--- src/rtl/fxp_to_bcd.sv ---
// -----------------------------------------------------------------------------
// fxp_to_bcd
// Converts an unsigned Q16.8 fixed-point value into BCD for display.
//
// The integer part (16 bits) is converted with a serial double-dabble loop,
// one bit per clock. The fraction is then expanded into decimal digits by
// repeated multiply-by-ten, one digit per clock. The fraction is truncated.
// Total latency from the accepting edge to done is 16 + FRAC_DIGITS edges.
//
// An upstream error presented with a start request skips the conversion.
// One edge after acceptance, done and error rise and every output nibble
// shows the blank code 4'hF.
//
// Handshake: i_start is accepted on an edge where the block is in IDLE or DONE
// and no error report is pending. i_val and i_err are only looked at on that
// edge. done stays high, with o_int_bcd/o_frac_bcd/error stable, until the next
// accepted start or reset. i_start while busy is ignored.
//
// Ports
//   CLK          in   system clock, rising edge
//   RST          in   synchronous active-high reset, wins over i_start
//   i_start      in   conversion request
//   i_val        in   M-bit unsigned Q16.8 value
//   i_err        in   upstream error flag
//   o_int_bcd    out  five BCD digits of the integer part, MSD in [19:16]
//   o_frac_bcd   out  FRAC_DIGITS BCD fraction digits, first digit on top
//   busy         out  high while converting (INT or FRAC)
//   done         out  result valid, held
//   error        out  result reflects an upstream error
//   o_dbg_state  out  current FSM state (debug)
// -----------------------------------------------------------------------------
module fxp_to_bcd #(
    parameter int M           = 24,
    parameter int I_FRAC      = 8,
    parameter int FRAC_DIGITS = 3
) (
    input  logic                       CLK,
    input  logic                       RST,
    input  logic                       i_start,
    input  logic [M-1:0]               i_val,
    input  logic                       i_err,
    output logic [19:0]                o_int_bcd,
    output logic [4*FRAC_DIGITS-1:0]   o_frac_bcd,
    output logic                       busy,
    output logic                       done,
    output logic                       error,
    output logic [1:0]                 o_dbg_state
);

    localparam int INT_BITS = M - I_FRAC;
    localparam int FW       = 4 * FRAC_DIGITS;
    localparam logic [4:0] INT_LAST  = 5'(INT_BITS - 1);
    localparam logic [4:0] FRAC_LAST = 5'(FRAC_DIGITS - 1);

    typedef enum logic [1:0] {
        S_IDLE = 2'd0,
        S_INT  = 2'd1,
        S_FRAC = 2'd2,
        S_DONE = 2'd3
    } state_e;

    state_e                 state_q, state_d;
    logic                   err_pend_q, err_pend_d;
    logic [INT_BITS-1:0]    bin_q, bin_d;
    logic [19:0]            bcd_q, bcd_d;
    logic [I_FRAC-1:0]      frac_q, frac_d;
    logic [FW-1:0]          fdig_q, fdig_d;
    logic [4:0]             cnt_q, cnt_d;
    logic [19:0]            int_out_q, int_out_d;
    logic [FW-1:0]          frac_out_q, frac_out_d;
    logic                   done_q, done_d;
    logic                   error_q, error_d;

    // Double-dabble adjust: every nibble >= 5 gets +3 before the shift.
    logic [19:0]            bcd_adj;
    // Fraction times ten, built from shifts; 12 bits hold 255*10.
    logic [I_FRAC+3:0]      frac_x10;
    logic [3:0]             frac_digit;
    logic [FW-1:0]          fdig_next;
    logic                   can_accept;

    always_comb begin
        bcd_adj = bcd_q;
        for (int i = 0; i < 5; i++) begin
            if (bcd_q[4*i +: 4] >= 4'd5) begin
                bcd_adj[4*i +: 4] = bcd_q[4*i +: 4] + 4'd3;
            end
        end
    end

    always_comb begin
        frac_x10   = ({4'b0000, frac_q} << 3) + ({4'b0000, frac_q} << 1);
        frac_digit = frac_x10[I_FRAC+3:I_FRAC];
        fdig_next  = {fdig_q[FW-5:0], frac_digit};
    end

    // A pending error report blocks acceptance for its one cycle.
    assign can_accept = ((state_q == S_IDLE) || (state_q == S_DONE)) && !err_pend_q;

    always_comb begin
        state_d    = state_q;
        err_pend_d = err_pend_q;
        bin_d      = bin_q;
        bcd_d      = bcd_q;
        frac_d     = frac_q;
        fdig_d     = fdig_q;
        cnt_d      = cnt_q;
        int_out_d  = int_out_q;
        frac_out_d = frac_out_q;
        done_d     = done_q;
        error_d    = error_q;

        if (err_pend_q) begin
            err_pend_d = 1'b0;
            done_d     = 1'b1;
            error_d    = 1'b1;
            int_out_d  = '1;
            frac_out_d = '1;
            state_d    = S_DONE;
        end else if (can_accept && i_start) begin
            done_d  = 1'b0;
            error_d = 1'b0;
            if (i_err) begin
                err_pend_d = 1'b1;
            end else begin
                bin_d   = i_val[M-1:I_FRAC];
                frac_d  = i_val[I_FRAC-1:0];
                bcd_d   = '0;
                fdig_d  = '0;
                cnt_d   = '0;
                state_d = S_INT;
            end
        end else begin
            case (state_q)
                S_INT: begin
                    bcd_d = {bcd_adj[18:0], bin_q[INT_BITS-1]};
                    bin_d = {bin_q[INT_BITS-2:0], 1'b0};
                    if (cnt_q == INT_LAST) begin
                        cnt_d   = '0;
                        state_d = S_FRAC;
                    end else begin
                        cnt_d = cnt_q + 5'd1;
                    end
                end
                S_FRAC: begin
                    fdig_d = fdig_next;
                    frac_d = frac_x10[I_FRAC-1:0];
                    if (cnt_q == FRAC_LAST) begin
                        cnt_d      = '0;
                        int_out_d  = bcd_q;
                        frac_out_d = fdig_next;
                        done_d     = 1'b1;
                        state_d    = S_DONE;
                    end else begin
                        cnt_d = cnt_q + 5'd1;
                    end
                end
                default: begin
                end
            endcase
        end
    end

    always_ff @(posedge CLK) begin
        if (RST) begin
            state_q    <= S_IDLE;
            err_pend_q <= 1'b0;
            bin_q      <= '0;
            bcd_q      <= '0;
            frac_q     <= '0;
            fdig_q     <= '0;
            cnt_q      <= '0;
            int_out_q  <= '0;
            frac_out_q <= '0;
            done_q     <= 1'b0;
            error_q    <= 1'b0;
        end else begin
            state_q    <= state_d;
            err_pend_q <= err_pend_d;
            bin_q      <= bin_d;
            bcd_q      <= bcd_d;
            frac_q     <= frac_d;
            fdig_q     <= fdig_d;
            cnt_q      <= cnt_d;
            int_out_q  <= int_out_d;
            frac_out_q <= frac_out_d;
            done_q     <= done_d;
            error_q    <= error_d;
        end
    end

    assign o_int_bcd   = int_out_q;
    assign o_frac_bcd  = frac_out_q;
    assign busy        = (state_q == S_INT) || (state_q == S_FRAC);
    assign done        = done_q;
    assign error       = error_q;
    assign o_dbg_state = state_q;

endmodule

--- config.mk ---
export PLATFORM = sky130hd
export DESIGN_NAME = fxp_to_bcd
export DESIGN_NICKNAME = d
export VERILOG_FILES = /design/src/rtl/fxp_to_bcd.sv
export SDC_FILE = /design/constraint.sdc
export NUM_CORES = 1
export LEC_CHECK = 0
export ABC_AREA = 1
export CELL_PAD_IN_SITES_DETAIL_PLACEMENT = 0
export CELL_PAD_IN_SITES_GLOBAL_PLACEMENT = 1
export CORE_ASPECT_RATIO = 0.75
export CORE_UTILIZATION = 39
export CTS_CLUSTER_SIZE = 25
export DETAILED_ROUTE_END_ITERATION = 6
export PLACE_DENSITY = 0.8
export SLEW_MARGIN = 20
export SYNTH_ARGS = -nofsm -noshare
export SYNTH_HDL_FRONTEND = slang
export SYNTH_SLANG_ARGS = --single-unit
export TNS_END_PERCENT = 30
--- constraint.sdc ---
create_clock -name CLK -period 2.1 [get_ports CLK]
set_clock_uncertainty 0.15 [all_clocks]
set_input_delay 0.315 -clock CLK [delete_from_list [all_inputs] [get_ports CLK]]
set_output_delay 0.315 -clock CLK [all_outputs]
set_load 0.01 [all_outputs]
Yosys cells after proc, flatten, opt, wreduce, memory -nomap -nowiden
Index checks and enable logic that the tools add are counted.
W data, S select, Z words.
{"block": "totals", "elab_cells": 100, "regBits": 94, "output_inout_bits": 37}
{"block": "classes", "eq_ne": 10, "n_addsub": 7, "n_reduce_logical": 22, "n_mux": 43, "magnitude_cmp": 5, "n_bitwise": 2}
{"cell": "$mux W20", "n": 7}
{"cell": "$mux W12", "n": 4}
{"cell": "$mux W16", "n": 3}
{"cell": "$mux W8", "n": 6}
{"cell": "$ge A4 B3 Y1 const B", "n": 5}
{"cell": "$mux W5", "n": 4}
{"cell": "$add A4 B2 Y4 const B", "n": 4}
{"cell": "$mux W4", "n": 4}
{"cell": "$add A11 B9 Y12", "n": 1}
{"cell": "$reduce_and A3 Y1", "n": 4}
{"cell": "$mux W2", "n": 5}
{"cell": "$pmux W5 S2", "n": 1}
{"cell": "$reduce_bool A2 Y1", "n": 5}
{"cell": "$reduce_bool A3 Y1", "n": 3}
{"cell": "$ne A4 B4 Y1 const B", "n": 2}
{"cell": "$mux W1", "n": 7}
{"cell": "$add A5 B1 Y5 const B", "n": 1}
{"cell": "$eq A5 B2 Y1 const B", "n": 1}
{"cell": "$eq A5 B4 Y1 const B", "n": 1}
{"cell": "$eq A2 B2 Y1 const B", "n": 2}
{"cell": "$ne A2 B2 Y1 const B", "n": 2}
{"cell": "$pmux W2 S2", "n": 1}
{"cell": "$reduce_and A4 Y1", "n": 1}
{"cell": "$reduce_bool A4 Y1", "n": 1}
{"cell": "11 further kinds", "n": 14}

Depth between registers and ports, before layout
Gate-level depths: netlist of run 1.
{"block": "depth", "ltp_word": 6, "depth_mapped": 10, "mapped_depth_nobuf": 10}

Worst setup path before layout of run 1
OpenSTA, ideal clock, no wires.
{"block": "synth_timing", "kind": "reg2reg", "startpoint": "register state_q[0], in the netlist o_dbg_state[0]", "endpoint": "register frac_q[7]", "setup_slack_ns": 0.231, "t_arrival_ns": 1.600, "n_path_buf": 1, "t_required_ns": 1.831, "stages_incl_launch_ff": 11, "cell_sequence": "dfxtp_1 inv_1 ha_1 nand2_2 nor2_8 nand2_4 o21ai_2 inv_2 buf_2 a21oi_1 a21oi_1"}
{"block": "synth_via", "elab_chain_cells": 6, "elab_cells_between_ends": 10, "classes_between": "eq/ne (3); mux (1); reduce/logical (6)"}
{"item": "start, declared", "line_no": "62", "source": "state_e state_q, state_d;"}
{"item": "start signal, assigned", "line_no": "178", "source": "state_q <= state_d;"}
{"item": "$eq A2 B2 Y1 or $logic_not A2 Y1 (tied branches)", "line_no": "98", "source": "assign can_accept = ((state_q == S_IDLE) || (state_q == S_DONE)) && !err_pend_q;"}
{"item": "$logic_or A1 B1 Y1", "line_no": "98"}
{"item": "$logic_and A1 B1 Y1", "line_no": "98"}
{"item": "$logic_and A1 B1 Y1", "line_no": "120", "source": "end else if (can_accept && i_start) begin"}
{"item": "$ne A2 B2 Y1 (no line) or $reduce_bool A2 Y1 (tied branches)"}
{"item": "$reduce_and A3 Y1 (no line)"}
{"item": "end signal, assigned", "line_no": "182", "source": "frac_q <= frac_d;"}
{"item": "end, declared", "line_no": "66", "source": "logic [I_FRAC-1:0] frac_q, frac_d;"}
Parallel ways exist; a longest one is shown, timed or not.
A chain may end at the register's enable or synchronous reset.

Worst setup path in the final report of run 1
{"block": "layout_timing", "startpoint": "register state_q[0], in the netlist o_dbg_state[0]", "endpoint": "register bin_q[12]"}
{"block": "layout_via", "elab_chain_cells": 6, "elab_cells_between_ends": 10, "classes_between": "eq/ne (3); mux (1); reduce/logical (6)"}
{"item": "$eq A2 B2 Y1 or $logic_not A2 Y1 (tied branches)", "line_no": "98"}
{"item": "$logic_or A1 B1 Y1", "line_no": "98"}
{"item": "$logic_and A1 B1 Y1", "line_no": "98"}
{"item": "$logic_and A1 B1 Y1", "line_no": "120"}
{"item": "$ne A2 B2 Y1 (no line) or $reduce_bool A2 Y1 (tied branches)"}
{"item": "$reduce_and A3 Y1 (no line)"}
{"item": "end signal, assigned", "line_no": "180", "source": "bin_q <= bin_d;"}
{"item": "end, declared", "line_no": "64", "source": "logic [INT_BITS-1:0] bin_q, bin_d;"}
Parallel ways exist; a longest one is shown, timed or not.

==> impl_metrics.ini, run 1 <==
[die]
dieArea_um2 = 11900
rows = 33
fp.dieH_um = 94.7
core_um2 = 11000
pin_count = 65
die_w_um = 126
start_util = 0.405

[pwr]
p_leak_nw = 2.24
intPower_mw = 4.14
seqPwrFrac = 0.375
clockPowerShare = 0.221
p_comb_frac = 0.404
swShare = 0.384
pwr_density_cell_nw_per_um2 = 1200
switchingPower_mw = 2.58
vdd_ir_drop_max_uv = 462

[clock_tree]
tritoncts = yes
clockBufferDepth = 2
clk_pin_slew_worst_paths_ps = 60
cts_root_buffer = clkbuf_16
cts_buffers = 9
cts_num_sinks = 94
htreeDepth = 3
ctsHoldBuffers = 0
worst_skew_pair.late_latency_ps = 340

[final_layout]
stdcell_area_um2 = 5610
drive_above_1_share = 0.0810
nets = 726
area_delta_synth_final_pct = 25.5
fill_cells = 1067
fin_cells = 819
n_antenna_cell = 0

[logic_synthesis]
synth_cells = 608
synth_top_flop_cell = dfxtp_1
ys.warnings.count = 0
yosysTopAreaCell = dfxtp_1
synth-seq-cells = 94
ys_seq_area_frac = 0.421
syn_nets = 659
synth-edff-count = 0
syn_avg_cell_area_um2 = 7.35
synth.distinct_cells = 33
ys_async_sr_fraction = 0
synth_area_leaders = dfxtp_1 42%, nand2_1 9.5%, nor2_1 7.6%
yosys.area.top_type_share = 0.421
syn-cell-area_um2 = 4470

[setup_path]
r2r-start = o_dbg_state[0]$_SDFFE_PP0P_
path_cells = inv_1 > ha_1 > nand2_2 > nand2_4 > inv_2 > nand2_4 > nand2_4 > buf_12 > o21ai_0 > a31oi_1
critPathMaxFanout = 18
critical_path_class = reg2reg
startpoint_type = flop
required_ps = 2220
critPathCaptureType = flop
cpMostUsedCell = nand2_4
reg2regPathDepth = 10
setup.worst_path.end = bin_q[12]$_SDFFE_PP0P_
crit_arrival_ps = 2070
slowest_delay_ps = 350
r2r_slack_ps = 150
worstSetupStartpoint = o_dbg_state[0]$_SDFFE_PP0P_
critPathSlowestCell = dfxtp_1
timing.rr.end = bin_q[12]$_SDFFE_PP0P_

[placement]
dp_hpwl_um = 7540
place_area_um2 = 5290
dpl.cell_count = 801
io_buffers = 64
gp_congestion = 0.813
place_ws_ps = 53.3

[grt]
grt_max_degree = 36
first_global_vias = 3644
grt_first_pass_wirelength_um = 17900
grtUsageTotal = 0.190
overflow = 0
antenna_found_initial = 0

[detailed_routing]
routed_via_density = 4.94
dr_total_vias = 4048
drc_errors = 3
routed_wl_um = 10700
initialDrtViolationCount = 221
wl_per_cell_um = 13.0
first_pass_iters = 6
ant_nets = 0

[sta]
setup_ws_ps = 145
tightest_slew_ps = 348
rsz0062_at_grt = false
period_share = 0.931
setup_viol = 0
holdWs_ps = 300
max_slew_margin = 0.766
hold_viol = 0
period_minus_slack_ps = 1950
final_max_slew_viol_count = 0
fmax_ghz = 0.512
tns_ps = 0

[flow_run]
max_cap_violations = 0

[min_path]
hp-class = reg2reg

[outcome]
violations = DRC
status = finished, violations left
==> power by group through the flow <==
stage / Combinational [mW] / Sequential, mW / Clock [mW]
final: 2.72 / 2.52 / 1.49
after global routing: 3.07 / 2.58 / 1.60
after CTS: 2.63 / 2.52 / 1.55
after floorplan: 1.81 / 2.53 / 0
after detailed placement: 2.63 / 2.55 / 0
after global placement: 2.59 / 2.55 / 0
==> synth_stat cells (6+ instances only) <==
| master | count |
|---|---|
| ha_1 | 22 |
| nand2_1 | 113 |
| o22ai_1 | 6 |
| inv_2 | 6 |
| o21ai_0 | 63 |
| inv_1 | 54 |
| clkbuf_1 | 9 |
| nand3_1 | 28 |
| o21ai_1 | 13 |
| nor2_1 | 91 |
| dfxtp_1 | 94 |
| buf_2 | 13 |
| o211ai_1 | 6 |
| a31oi_1 | 20 |
| a21oi_1 | 31 |
| xor2_1 | 7 |
==> metal layers <==
layer / routed length [um] / share of wire / vias to the layer above / global-route usage
met3: 477 / 0.045 / 2 / 0.0436
met1: 5670 / 0.53 / 1814 / 0.271
li1: - / - / 2128 / -
met5: 0 / 0 / - / 0
met2: 4480 / 0.42 / 104 / 0.285
met4: 38 / 0.0036 / 0 / 0.0518
==> flip-flops by register name, summed over array words and instances (netlist names) <==
| name | flops |
|---|---|
| bcd_q | 20 |
| bin_q | 16 |
| cnt_q | 5 |
| done | 1 |
| err_pend_q | 1 |
| error | 1 |
| fdig_q | 8 |
| frac_q | 8 |
| o_dbg_state | 2 |
| o_frac_bcd | 12 |
| o_int_bcd | 20 |
==> metrics by stage <==
stage	utilization	power, mW
2_1_floorplan	-	4.33
3_3_place_gp	0.480	5.13
3_5_place_dp	0.480	5.18
4_1_cts	0.504	6.69
5_1_grt	0.509	7.25
6_report	0.509	6.73
==> what timing repair did <==
action                                  4_1_cts  5_1_grt
resized for setup                             1        4
pin swaps                                     0        1
endpoints found under the setup margin        1       41
buffers inserted                              0        2
cloned                                        0        1
==> cells in the final DEF, fill, tap and decap left out <==
cell	n
nand2_4	4
a21oi_1	30
ha_1	22
nor2_4	1
xor2_1	7
nor3_1	3
inv_6	1
nand3_2	1
clkbuf_16	10
a21oi_2	2
o22ai_1	6
dfxtp_1	94
nand4_1	3
or2_2	3
clkinv_2	2
clkdlybuf4s50_1	63
inv_2	6
buf_4	15
nand3_4	1
buf_12	2
clkbuf_8	1
nor2_1	90
nand2_2	2
clkbuf_1	2
dlygate4sd2_1	1
o21ai_1	13
a22oi_1	1
nand3b_1	3
a31oi_1	20
o211ai_1	6
nor2_2	1
o21ai_2	2
inv_1	54
nand2_1	113
and3_1	1
fa_1	1
o21ai_0	63
nor2_8	1
nand3_1	28
==> critical path, delay by kind of cell (launching register included) <==
| family | cells | cell delay [ps] |
|---|---|---|
| simple gates | 4 | 480 |
| compound gates | 2 | 230 |
| fa+ha+maj | 1 | 330 |
| buf+inv | 3 | 330 |
| flops | 1 | 350 |
==> area by class of cell <==
class                   instances  area, um^2  area share
clock buffers                  12         246      0.0440
clock inverters                 3        18.8     0.00335
inverters                      60         225      0.0402
multi-input cells             428        2240       0.400
flip-flops and latches         94        1880       0.336
well taps                     140         175      0.0312
repair buffers                 82         817       0.146
==> cells by family after synthesis <==
group / Yosys count / share of synthesized area
XOR/XNOR: 7 / 0.0137
AND/OR/NAND/NOR: 255 / 0.245
flip-flops: 94 / 0.421
buffers and inverters: 86 / 0.0801
adder cells (fa/ha/maj): 23 / 0.0661
AO/OA/AOI/OAI: 143 / 0.174
==> worst min path at each step <==
stage / startpoint / to / slack, ps / depth (start not counted)
floorplan: RST / cnt_q[1]$_SDFFE_PP0P_ / 230 / 1
global placement: bin_q[0]$_SDFFE_PP0P_ / bin_q[0]$_SDFFE_PP0P_ / 290 / 2
detailed placement: bin_q[0]$_SDFFE_PP0P_ / bin_q[0]$_SDFFE_PP0P_ / 290 / 2
CTS: bin_q[0]$_SDFFE_PP0P_ / bin_q[0]$_SDFFE_PP0P_ / 300 / 2
global route: fdig_q[7]$_SDFFE_PP0P_ / fdig_q[7]$_SDFFE_PP0P_ / 350 / 2
finish: bin_q[0]$_SDFFE_PP0P_ / bin_q[0]$_SDFFE_PP0P_ / 300 / 2
Power figures use the tool's default switching activity.
==> inputs of run 2 (changes only) <==
--- a/config.mk
+++ b/config.mk
@@ -6,13 +6,14 @@
 export NUM_CORES = 1
 export LEC_CHECK = 0
 export ABC_AREA = 1
+export CAP_MARGIN = 20
 export CELL_PAD_IN_SITES_DETAIL_PLACEMENT = 0
 export CELL_PAD_IN_SITES_GLOBAL_PLACEMENT = 1
 export CORE_ASPECT_RATIO = 0.75
-export CORE_UTILIZATION = 39
+export CORE_UTILIZATION = 35
 export CTS_CLUSTER_SIZE = 25
 export DETAILED_ROUTE_END_ITERATION = 6
-export PLACE_DENSITY = 0.8
+export PLACE_DENSITY = 0.73
 export SLEW_MARGIN = 20
 export SYNTH_ARGS = -nofsm -noshare
 export SYNTH_HDL_FRONTEND = slang
==> run 2 against run 1 <==
Effect of this change: the run now ends clean; routed wire length is 1.9% lower; power up 5.0%; final area rose by 1.4%; non-clock buffer count is 3 lower; utilization fell by 4.8 points; combinational power down 3%; sequential share of layout area shrank 0.46 points; cell count up 2.9%; sequential power hardly changed; die area rose by 11%; worst setup slack improved by 11 ps; critical path type unchanged; critical endpoint is now bcd_q[5]$_SDFFE_PP0P_; largest power group unchanged.
==> impl_metrics.ini, run 2 (same netlist as run 1, synthesis figures left out) <==
[outcome]
status = completed

[clock_tree]
cts_root_buffer = clkbuf_16
post_cts_resized = 1
tritoncts = yes
worst_skew_pair.late_latency_ps = 340
ctsHoldBuffers = 0
cts_num_sinks = 94
clockBufferDepth = 2
clk_pin_slew_worst_paths_ps = 70
htreeDepth = 3
post_cts_buffers = 0
cts_buffers = 9

[detailed_routing]
drc_errors = 0
first_pass_iters = 4
initialDrtViolationCount = 229
wl_per_cell_um = 12.4
dr_total_vias = 3979
routed_wl_um = 10500
routed_via_density = 4.72
ant_nets = 0

[sta]
hold_viol = 0
max_slew_margin = 0.717
holdWs_ps = 297
fmax_ghz = 0.515
period_share = 0.925
period_minus_slack_ps = 1940
final_max_slew_viol_count = 0
tightest_slew_ps = 420
setup_viol = 0
rsz0062_at_grt = true

[setup_path]
critPathCaptureType = flop
r2r-start = o_dbg_state[0]$_SDFFE_PP0P_
critical_path_class = reg2reg
critPathMaxFanout = 40
startpoint_type = flop
crit_arrival_ps = 2060
worstSetupStartpoint = o_dbg_state[0]$_SDFFE_PP0P_
required_ps = 2220

[die]
start_util = 0.362
dieArea_um2 = 13200
die_w_um = 132
core_um2 = 12300
fp.dieH_um = 99.8
pin_count = 65
rows = 35

[placement]
dp_hpwl_um = 7660
gp_congestion = 0.834
io_buffers = 64
place_area_um2 = 5320

[final_layout]
nets = 723
stdcell_area_um2 = 5690
n_antenna_cell = 0
fill_cells = 1239
layout_common_cells = 113 x nand2_1, 94 x dfxtp_1, 91 x nor2_1, 63 x clkdlybuf4s50_1, 61 x o21ai_0
layout_commonest_cell = nand2_1
drive_above_1_share = 0.0798
area_delta_synth_final_pct = 27.3

[min_path]
min-delay-start = bin_q[0]$_SDFFE_PP0P_
hp-class = reg2reg

[pwr]
p_leak_nw = 2.27
vdd_ir_drop_max_uv = 465
seqPwrFrac = 0.356
intPower_mw = 4.47
clockPowerShare = 0.271
pwr_density_cell_nw_per_um2 = 1240
switchingPower_mw = 2.59
p_comb_frac = 0.373
swShare = 0.367

[grt]
grt_max_degree = 41
antenna_found_initial = 0
overflow = 0
grtUsageTotal = 0.166
first_global_vias = 3564
grt_first_pass_wirelength_um = 17500

[flow_run]
max_cap_violations = 0
## run 2: cell count changes in the layout (fill, tap and decap cells not counted), sizes merged
| cell | change |
|---|---|
| clkinvlp | +1 |
| bufinv | +3 |
| clkinv | -2 |
| inv | +1 |
| clkbuf | -3 |
| buf | -2 |
## run 2: power by group through the flow
stage	Clock (mW)	Combinational [mW]	Sequential (mW)
after detailed placement	0	2.62	2.56
final	1.92	2.63	2.52
after global placement	0	2.58	2.55
after floorplan	0	1.81	2.53
after global routing	2.03	2.97	2.58
after CTS	1.97	2.62	2.52
## run 2: path summary, 6_finish.rpt
kind                                               to  slack (ps)  depth (start not counted)
worst max-delay path            bcd_q[5]$_SDFFE_PP0P_         160                         10
worst min-delay path            bin_q[0]$_SDFFE_PP0P_         300                          2
worst min register to register  bin_q[0]$_SDFFE_PP0P_         300                          2
worst max register to register  bcd_q[5]$_SDFFE_PP0P_         160                         10
## run 2: final cells by class
cell class,instances,area [um^2],share of cell area
well taps,166,208,0.0365
clock inverters,6,115,0.0202
repair buffers,79,781,0.137
flip-flops and latches,94,1880,0.331
multi-input cells,428,2240,0.393
clock buffers,10,239,0.0420
inverters,60,225,0.0396
## run 2: critical path: stages, from the launching register on
cell and delay, ps:
dfxtp_1 360, inv_1 70, ha_1 360, nand2_4 130
nand2_4 90, inv_2 90, nand2_4 70, nand2_2 80
buf_12 190, nand2_2 130, o22ai_1 160
## run 2: through the flow
stage / setup slack [ps] / std cells / power, mW / utilization / setup TNS, ps
final: 157 / 843 / 7.07 / 0.460 / 0
after global routing: -3.29 / 843 / 7.59 / 0.460 / -3.30
after CTS: 84.3 / 843 / 7.11 / 0.459 / 0
after detailed placement: 97.7 / 827 / 5.18 / 0.431 / 0
after global placement: 133 / 827 / 5.13 / 0.431 / 0
after floorplan: 231 / 608 / 4.33 / - / 0
## run 2: routing by layer
layer  up-vias  share of wire  GRT usage
li1       2125              -          -
met1      1768           0.56      0.242
met2        78           0.40      0.240
met3         8          0.037     0.0399
met4         0         0.0086     0.0469
met5         -              0          0
==> inputs of run 3 (changes only) <==
--- a/config.mk
+++ b/config.mk
@@ -6,8 +6,7 @@
 export NUM_CORES = 1
 export LEC_CHECK = 0
 export ABC_AREA = 1
-export CAP_MARGIN = 20
-export CELL_PAD_IN_SITES_DETAIL_PLACEMENT = 0
+export CELL_PAD_IN_SITES_DETAIL_PLACEMENT = 1
 export CELL_PAD_IN_SITES_GLOBAL_PLACEMENT = 1
 export CORE_ASPECT_RATIO = 0.75
 export CORE_UTILIZATION = 35
==> run 3 against run 2 <==
Effect of this change: maximum frequency down 1.0%; clock-buffer cell count up 2; flip-flop and latch count unchanged; first-iteration DRC count down 30%; final area down 0.86%; sequential power about the same; via count up 3.8%; die area unchanged; largest power group unchanged; clock power down 14%; highest routed layer unchanged; largest cell class unchanged.
==> impl_metrics.ini, run 3 (same netlist as run 1, synthesis figures left out) <==
[outcome]
status = completed

[detailed_routing]
dr_total_vias = 4132
routed_wl_um = 11800
initialDrtViolationCount = 161
first_pass_iters = 4
routed_via_density = 4.91
drc_errors = 0
ant_nets = 0
wl_per_cell_um = 14.0

[die]
fp.dieH_um = 99.8
start_util = 0.362
rows = 35
core_um2 = 12300
die_w_um = 132
dieArea_um2 = 13200
pin_count = 65

[clock_tree]
cts_root_buffer = clkbuf_16
clk_pin_slew_worst_paths_ps = 70
clockBufferDepth = 2
htreeDepth = 3
cts_num_sinks = 94
cts_buffers = 9
worst_skew_pair.late_latency_ps = 340
tritoncts = yes
ctsHoldBuffers = 0

[sta]
rsz0062_at_grt = false
fmax_ghz = 0.509
tightest_slew_ps = 396
max_slew_margin = 0.733
final_max_slew_viol_count = 0
period_minus_slack_ps = 1960
tns_ps = 0
hold_viol = 0
setup_viol = 0
period_share = 0.935

[grt]
grt_max_degree = 41
overflow = 0
first_global_vias = 4111
grtUsageTotal = 0.188
antenna_found_initial = 0
grt_first_pass_wirelength_um = 19900

[setup_path]
slowest_delay_ps = 360
critPathSlowestCell = ha_1
critical_path_class = reg2reg
startpoint_type = flop
path_cells = inv_1 > ha_1 > nand2_4 > nand2_4 > nor2_1 > inv_1 > buf_4 > o21ai_0 > nor2_1
required_ps = 2180
crit_arrival_ps = 2040
critPathMaxFanout = 30
critPathCaptureType = flop

[final_layout]
fill_cells = 1572
layout_common_cells = 113 x nand2_1, 93 x dfxtp_1, 90 x nor2_1, 63 x clkdlybuf4s50_1, 57 x o21ai_0
nets = 723
layout_commonest_cell = nand2_1
drive_above_1_share = 0.0799
area_delta_synth_final_pct = 26.2
n_antenna_cell = 0

[placement]
dp_hpwl_um = 8870
gp_congestion = 0.834
io_buffers = 64

[min_path]
hp-class = reg2reg

[pwr]
total_power_mw = 6.90
vdd_ir_drop_max_uv = 562
p_leak_nw = 2.25
pwr_density_cell_nw_per_um2 = 1220

[flow_run]
max_cap_violations = 0
-- run 3: power by group --
part           total, mW  internal, mW  switching [mW]
clock network       1.65         0.982           0.671
registers           2.54          2.20           0.340
logic               2.71          1.08            1.63
total               6.90          4.26            2.64
-- run 3: what timing repair did --
item / in CTS / in global routing
setup buffers: 0 / 0
gates resized for setup: 2 / 10
hold endpoints to repair: 0 / 0
endpoints found under the setup margin: 2 / 55
pin swaps: 0 / 1
-- run 3: metrics by stage --
step                 util  cell area (um^2)  instances  worst slack (ps)  hold slack [ps]
global placement    0.431              5320        827               133              289
detailed placement  0.431              5320        827              32.3              304
global route        0.456              5640        842             0.946              344
finish              0.456              5640        842               137              305
CTS                 0.455              5620        842              36.9              307
floorplan               -              4470        608               231              234
-- run 3: per-layer routing --
layer / track usage / vias to the layer above / wire length (um)
met5: 0 / - / 0
met4: 0.0486 / 0 / 155
met3: 0.0379 / 13 / 399
met2: 0.307 / 72 / 5160
met1: 0.254 / 1924 / 6040
li1: - / 2123 / -
-- run 3: final timing paths --
path	slack [ps]	cells after the start	start	endpoint
setup / recovery	140	9	o_dbg_state[0]$_SDFFE_PP0P_	o_int_bcd[6]$_SDFFE_PP0P_
hold / removal	300	2	bin_q[0]$_SDFFE_PP0P_	bin_q[0]$_SDFFE_PP0P_
hold reg to reg	300	2	bin_q[0]$_SDFFE_PP0P_	bin_q[0]$_SDFFE_PP0P_
setup reg to reg	140	9	o_dbg_state[0]$_SDFFE_PP0P_	o_int_bcd[6]$_SDFFE_PP0P_
-- run 3: area by class of cell --
cell class / count / area (um^2) / share of cell area
Clock buffer: 12 / 256 / 0.0455
Clock inverter: 3 / 43.8 / 0.00777
Inverter: 60 / 225 / 0.0400
Multi-Input combinational cell: 428 / 2240 / 0.397
Sequential cell: 94 / 1880 / 0.334
Tap cell: 166 / 208 / 0.0368
Timing Repair Buffer: 79 / 781 / 0.139
-- run 3: worst max-delay path: cells and delay by family, from the launching register on --
kind / cells / cell delay [ps]
AND/OR/NAND/NOR: 4 / 440
adder cells (fa/ha/maj): 1 / 360
flip-flops: 1 / 350
buffers and inverters: 3 / 330
AO/OA/AOI/OAI: 1 / 200
